--- src/rtl/mux_rr_arbiter.sv ---
// mux_rr_arbiter
//   Round-robin arbiter in front of a shared, optionally pipelined 256:1 bit-select mux.
//   Each cycle one requester is granted. Its bit index is registered onto mux_sel, and a
//   {valid, id} tag follows the request through the mux latency. The selected bit comes
//   back on rsp_data, tagged with rsp_id.
//
// Ports
//   clk        system clock, rising edge
//   rst_n      asynchronous active-low reset
//   req        per-requester request, held until granted
//   req_sel    packed bit index per requester, requester k at [k*SEL_W +: SEL_W]
//   gnt        one-hot combinational grant; accepted at the rising edge where it is high
//   mux_sel    registered select to the mux tree
//   mux_out    mux tree output
//   rsp_valid  registered response strobe
//   rsp_id     owner of the response (holds while rsp_valid=0)
//   rsp_data   selected bit (holds while rsp_valid=0)
//   idle       no request pending and no tag in flight
//
// Build option
//   MUX_ARB_PRIO0_EN  defined: requester 0 has fixed top priority and does not move the
//                     round-robin pointer. Undefined: pure round-robin over all requesters.

module mux_rr_arbiter #(
  parameter int unsigned NREQ    = 4,
  parameter int unsigned SEL_W   = 8,
  parameter int unsigned ID_W    = 2,
  parameter int unsigned MUX_LAT = 0
) (
  input  logic                    clk,
  input  logic                    rst_n,
  input  logic [NREQ-1:0]         req,
  input  logic [NREQ*SEL_W-1:0]   req_sel,
  output logic [NREQ-1:0]         gnt,
  output logic [SEL_W-1:0]        mux_sel,
  input  logic                    mux_out,
  output logic                    rsp_valid,
  output logic [ID_W-1:0]         rsp_id,
  output logic                    rsp_data,
  output logic                    idle
);

  // One tag stage per mux register stage, plus one for the select register itself.
  localparam int unsigned NStg = MUX_LAT + 1;
  localparam int unsigned TagW = NStg * ID_W;

  logic [ID_W-1:0]  ptr_q, ptr_d, ptr_nxt;
  logic [SEL_W-1:0] mux_sel_q, mux_sel_d;
  logic [NStg-1:0]  tag_vld_q, tag_vld_d;
  logic [TagW-1:0]  tag_id_q, tag_id_d;
  logic             rsp_valid_q, rsp_valid_d;
  logic [ID_W-1:0]  rsp_id_q, rsp_id_d;
  logic             rsp_data_q, rsp_data_d;

  logic             gnt_vld;
  logic [ID_W-1:0]  gnt_id;
  logic [ID_W-1:0]  idx;

  // Arbitration: scan from ptr upward with wrap; the first requester found wins.
  always_comb begin
    gnt_vld = 1'b0;
    gnt_id  = '0;
    idx     = '0;
`ifdef MUX_ARB_PRIO0_EN
    // Requester 0 pre-empts the scan; gnt_id stays 0.
    if (req[0]) gnt_vld = 1'b1;
`endif
    for (int unsigned i = 0; i < NREQ; i++) begin
      idx = ID_W'((32'(ptr_q) + i) % NREQ);
      if (!gnt_vld && req[idx]) begin
        gnt_vld = 1'b1;
        gnt_id  = idx;
      end
    end
    gnt = '0;
    if (gnt_vld && rst_n) gnt[gnt_id] = 1'b1;
  end

  always_comb begin
    ptr_nxt = (32'(gnt_id) == NREQ - 1) ? '0 : gnt_id + 1'b1;

    ptr_d     = ptr_q;
    mux_sel_d = mux_sel_q;
    if (gnt_vld) begin
      mux_sel_d = req_sel[gnt_id*SEL_W +: SEL_W];
`ifdef MUX_ARB_PRIO0_EN
      if (gnt_id != '0) ptr_d = ptr_nxt;
`else
      ptr_d = ptr_nxt;
`endif
    end

    // Tag shift register: new tag enters at stage 0, oldest falls out of the top.
    tag_vld_d = NStg'({tag_vld_q, gnt_vld});
    tag_id_d  = TagW'({tag_id_q, gnt_id});

    // The final tag is consumed on the same edge that samples mux_out.
    rsp_valid_d = tag_vld_q[NStg-1];
    rsp_id_d    = rsp_id_q;
    rsp_data_d  = rsp_data_q;
    if (tag_vld_q[NStg-1]) begin
      rsp_id_d   = tag_id_q[TagW-1 -: ID_W];
      rsp_data_d = mux_out;
    end
  end

  always_ff @(posedge clk or negedge rst_n) begin
    if (!rst_n) begin
      ptr_q       <= '0;
      mux_sel_q   <= '0;
      tag_vld_q   <= '0;
      tag_id_q    <= '0;
      rsp_valid_q <= 1'b0;
      rsp_id_q    <= '0;
      rsp_data_q  <= 1'b0;
    end else begin
      ptr_q       <= ptr_d;
      mux_sel_q   <= mux_sel_d;
      tag_vld_q   <= tag_vld_d;
      tag_id_q    <= tag_id_d;
      rsp_valid_q <= rsp_valid_d;
      rsp_id_q    <= rsp_id_d;
      rsp_data_q  <= rsp_data_d;
    end
  end

  assign mux_sel   = mux_sel_q;
  assign rsp_valid = rsp_valid_q;
  assign rsp_id    = rsp_id_q;
  assign rsp_data  = rsp_data_q;
  assign idle      = (req == '0) && (tag_vld_q == '0);

endmodule

--- config.mk ---
export PLATFORM = sky130hd
export DESIGN_NAME = mux_rr_arbiter
export DESIGN_NICKNAME = d
export VERILOG_FILES = /design/src/rtl/mux_rr_arbiter.sv
export SDC_FILE = /design/constraint.sdc
export NUM_CORES = 1
export LEC_CHECK = 0
export BUFFER_PORTS_ARGS = -buffer_cell sky130_fd_sc_hd__buf_2
export CORE_UTILIZATION = 39
export DETAILED_ROUTE_END_ITERATION = 12
export GPL_ROUTABILITY_DRIVEN = 1
export PLACE_DENSITY = 0.74
export SLEW_MARGIN = 20
export SYNTH_ARGS = -nofsm -noshare
export SYNTH_HDL_FRONTEND = slang
export SYNTH_SLANG_ARGS = --single-unit
--- constraint.sdc ---
create_clock -name clk -period 1.92 [get_ports clk]
set_input_delay 0.384 -clock clk [delete_from_list [all_inputs] [get_ports clk]]
set_output_delay 0.384 -clock clk [all_outputs]
set_load 0.1 [all_outputs]
==> results.yml <==
route:
  vias: 1144
  dr.pass1.iters: 4
  avgViaCountPerCell: 5.371
  first_iter_violations: 27
  drc: 0
  routedWlPerCell_um: 15.69
  drtAntennaViolNets: 0
  wl_um: 3342
layout:
  drive_gt1_frac: 0.6230
  area_growth_syn_to_layout_pct: 71.17
  mostFrequentLayoutCell: "buf_2"
  finalNetCount: 227
  num_antenna_cells: 0
  mostFrequentLayoutCells: "50 x buf_2, 20 x buf_4, 18 x nand2_1, 17 x dfrtp_1, 10 x nor2_1"
  final_area_um2: 1775
pwr:
  p_switching_w: 0.001736
  p_comb_frac: 0.743
  p_clk_frac: 0.062
  power.total_w: 0.003038
  p_int_w: 0.001302
  vdd_drop_max_mv: 1.475
  seqPwrFrac: 0.194
  switching_share: 0.5714
  leakage_nw: 0.8171
  power_density_nw_per_um2: 1711
yosys:
  syn_area_um2: 1037
  netlist_instances: 103
  synth_top_area_cell: "dfrtp_1"
  syn-num-nets: 146
  ys_seq_elements: 17
  ys_seq_area_frac: 0.4101
  yosys.area.top_type_share: 0.4101
  syn_area_per_cell_um2: 10.07
  ys_warn_count: 0
  synthDistinctLibCells: 26
  yosys-top-cells-area: "dfrtp_1 41%, a311oi_1 6.8%, nand2_1 6.5%"
timing:
  tightestPinTransition_ps: 493.2
  setup_slack_ps: -362.9
  finClkSkew_ps: 2.454
  fmax_mhz: 438.0
  final.period_utilization: 1.189
  setup_violations: 4
  rsz0062_at_grt: "yes"
  slew_headroom: 0.6734
  period_needed_ps: 2283
  final_hold_viol_count: 0
  slew_viol_final: 0
clock_network:
  cts_buffers: 3
  clock_path_buffers: 2
  htree_levels: 1
  cts_tree: "yes"
  clk_pin_slew_ps: 100
  cts_root_buf: "clkbuf_4"
  clkSinkCount: 17
  clk_latency_ps: 280
placement:
  gp_congestion: 0.7738
  pre_cts_ws_ps: -266.5
  port_buffers: 55
  place_area_um2: 1593
  dp_hpwl_um: 2384
floorplan:
  dieArea_um2: 2870
  initial_core_util: 0.4149
  coreArea_um2: 2500
  floorplan.die.height_um: 53.57
  ios: 56
  rows: 18
  die_w_um: 53.57
setup_path:
  critPathCaptureType: "primary output"
  critical-path-slowest-cell: "dfrtp_1"
  cp_top_family: "simple AND/OR/NAND/NOR gates"
  crit_buf_inv: 2
  slowest_delay_ps: 390
  worstPathCellList: "or2b_1 > a211oi_2 > nor2_2 > inv_2 > ha_4 > and3_4 > buf_12"
  path_class: "reg2out"
  arrival_ps: 1900
  cp_max_fo: 4
  start_kind: "flop"
  required_ps: 1540
flow_run:
  maxCapViolations: 0
run_status:
  status: "finished with violations"
  violations: "negative setup slack"
grt:
  grt_pass1_wl_um: 5085
  gr-usage-all-layers: 0.2522
  grt_max_degree: 14
  grt_pass1_vias: 1099
  overflow: 0
  antenna_found_initial: 0
worst_hold_path:
  hold_path.class: "in2async"
-- metrics by stage --
stage / utilization / TNS (ps) / std cells / hold slack [ps]
2_1_floorplan: - / -586.2 / 103 / 88.41
3_3_place_gp: 0.6371 / -742.0 / 202 / 237.1
3_5_place_dp: 0.6371 / -888.3 / 202 / 240.2
4_1_cts: 0.6837 / -1405 / 211 / 93.78
5_1_grt: 0.7102 / -1779 / 213 / 101.8
6_report: 0.7102 / -1409 / 213 / 93.48
-- worst register-to-register path: cells and delay by family, from the launching register on --
kind / cells / cell delay (ps)
and+or+nand+nor: 2 / 340
buffers and inverters: 3 / 360
AOI/OAI and AO/OA: 3 / 630
DFF: 1 / 440
-- registers in the layout, indices dropped and copies added, names as in the netlist --
signal       cells
rsp_valid        1
rsp_id           2
tag_id_q         2
rsp_valid_d      1
ptr_q            2
mux_sel          8
rsp_data         1
-- cell type report --
cell class	instances	area [µm²]
fill	184	724.4
timing repair buffer	79	561.8
multi-input combinational	81	711.9
clock buffer	4	26.28
sequential	17	425.4
tap	30	37.54
inverter	2	12.51
-- synthesized netlist by cell type --
library cell	instances
a21oi_1	1
nand2_1	18
o21ai_0	1
buf_6	1
mux2_2	4
or2b_1	1
nor2_8	1
inv_6	1
a21oi_4	1
a211oi_1	8
clkbuf_1	1
and3_1	4
nor2_1	13
and2b_2	2
dfrtp_1	17
buf_8	1
inv_1	1
nor3b_1	8
nand2b_1	2
or2_2	1
a32o_1	1
a211oi_2	1
ha_1	4
a311oi_1	8
and3b_1	1
o31ai_4	1
-- power groups by stage --
stage | clock, W | combinational [W] | sequential [W]
6_report | 0.000190 | 0.00226 | 0.000591
5_1_grt | 0.000204 | 0.00235 | 0.000609
4_1_cts | 0.000188 | 0.00212 | 0.000592
3_5_place_dp | 0 | 0.00197 | 0.000606
3_3_place_gp | 0 | 0.00193 | 0.000596
2_1_floorplan | 0 | 0.000721 | 0.00137
-- routing by layer --
metal,GRT usage,wire [µm]
met5,0,0
met4,0.07456,93
met3,0.03672,137
met2,0.4646,1808
met1,0.2998,1303
-- cell families (layout without fill, tap and decap cells) --
kind of cell    Yosys count  after routing  share of synthesized area
compound gates           22             22                     0.1930
fa+ha+maj                 4              4                    0.04825
buf+inv                   5             85                    0.04100
flops                    17             17                     0.4101
mux                       4              4                    0.04342
simple gates             51             51                     0.2642
-- worst paths after layout --
kind	start	end	slack [ps]	cells past startpoint
min reg2reg	tag_id_q[1]$_DFF_PN0_	rsp_id[1]$_DFFE_PN0P_	490	1
max reg2reg	ptr_q[1]$_DFFE_PN0P_	mux_sel[3]$_DFFE_PN0P_	10	8
min in group clk	mux_out	rsp_data$_DFFE_PN0P_	350	2
min	rst_n	tag_id_q[1]$_DFF_PN0_	90	2
max in group asynchronous	rst_n	rsp_id[1]$_DFFE_PN0P_	1200	2
max	ptr_q[0]$_DFFE_PN0P_	gnt[1]	-360	7
-- timing repair --
action / in CTS / in global routing
buffers inserted: 4 / 2
endpoints found under the hold margin: 4 / 0
pin swaps: 6 / 8
gates cloned: 0 / 0
gates resized for setup: 12 / 7
setup endpoints to repair: 5 / 12
hold buffers: 1 / 0
Power figures use the tool's default switching activity.
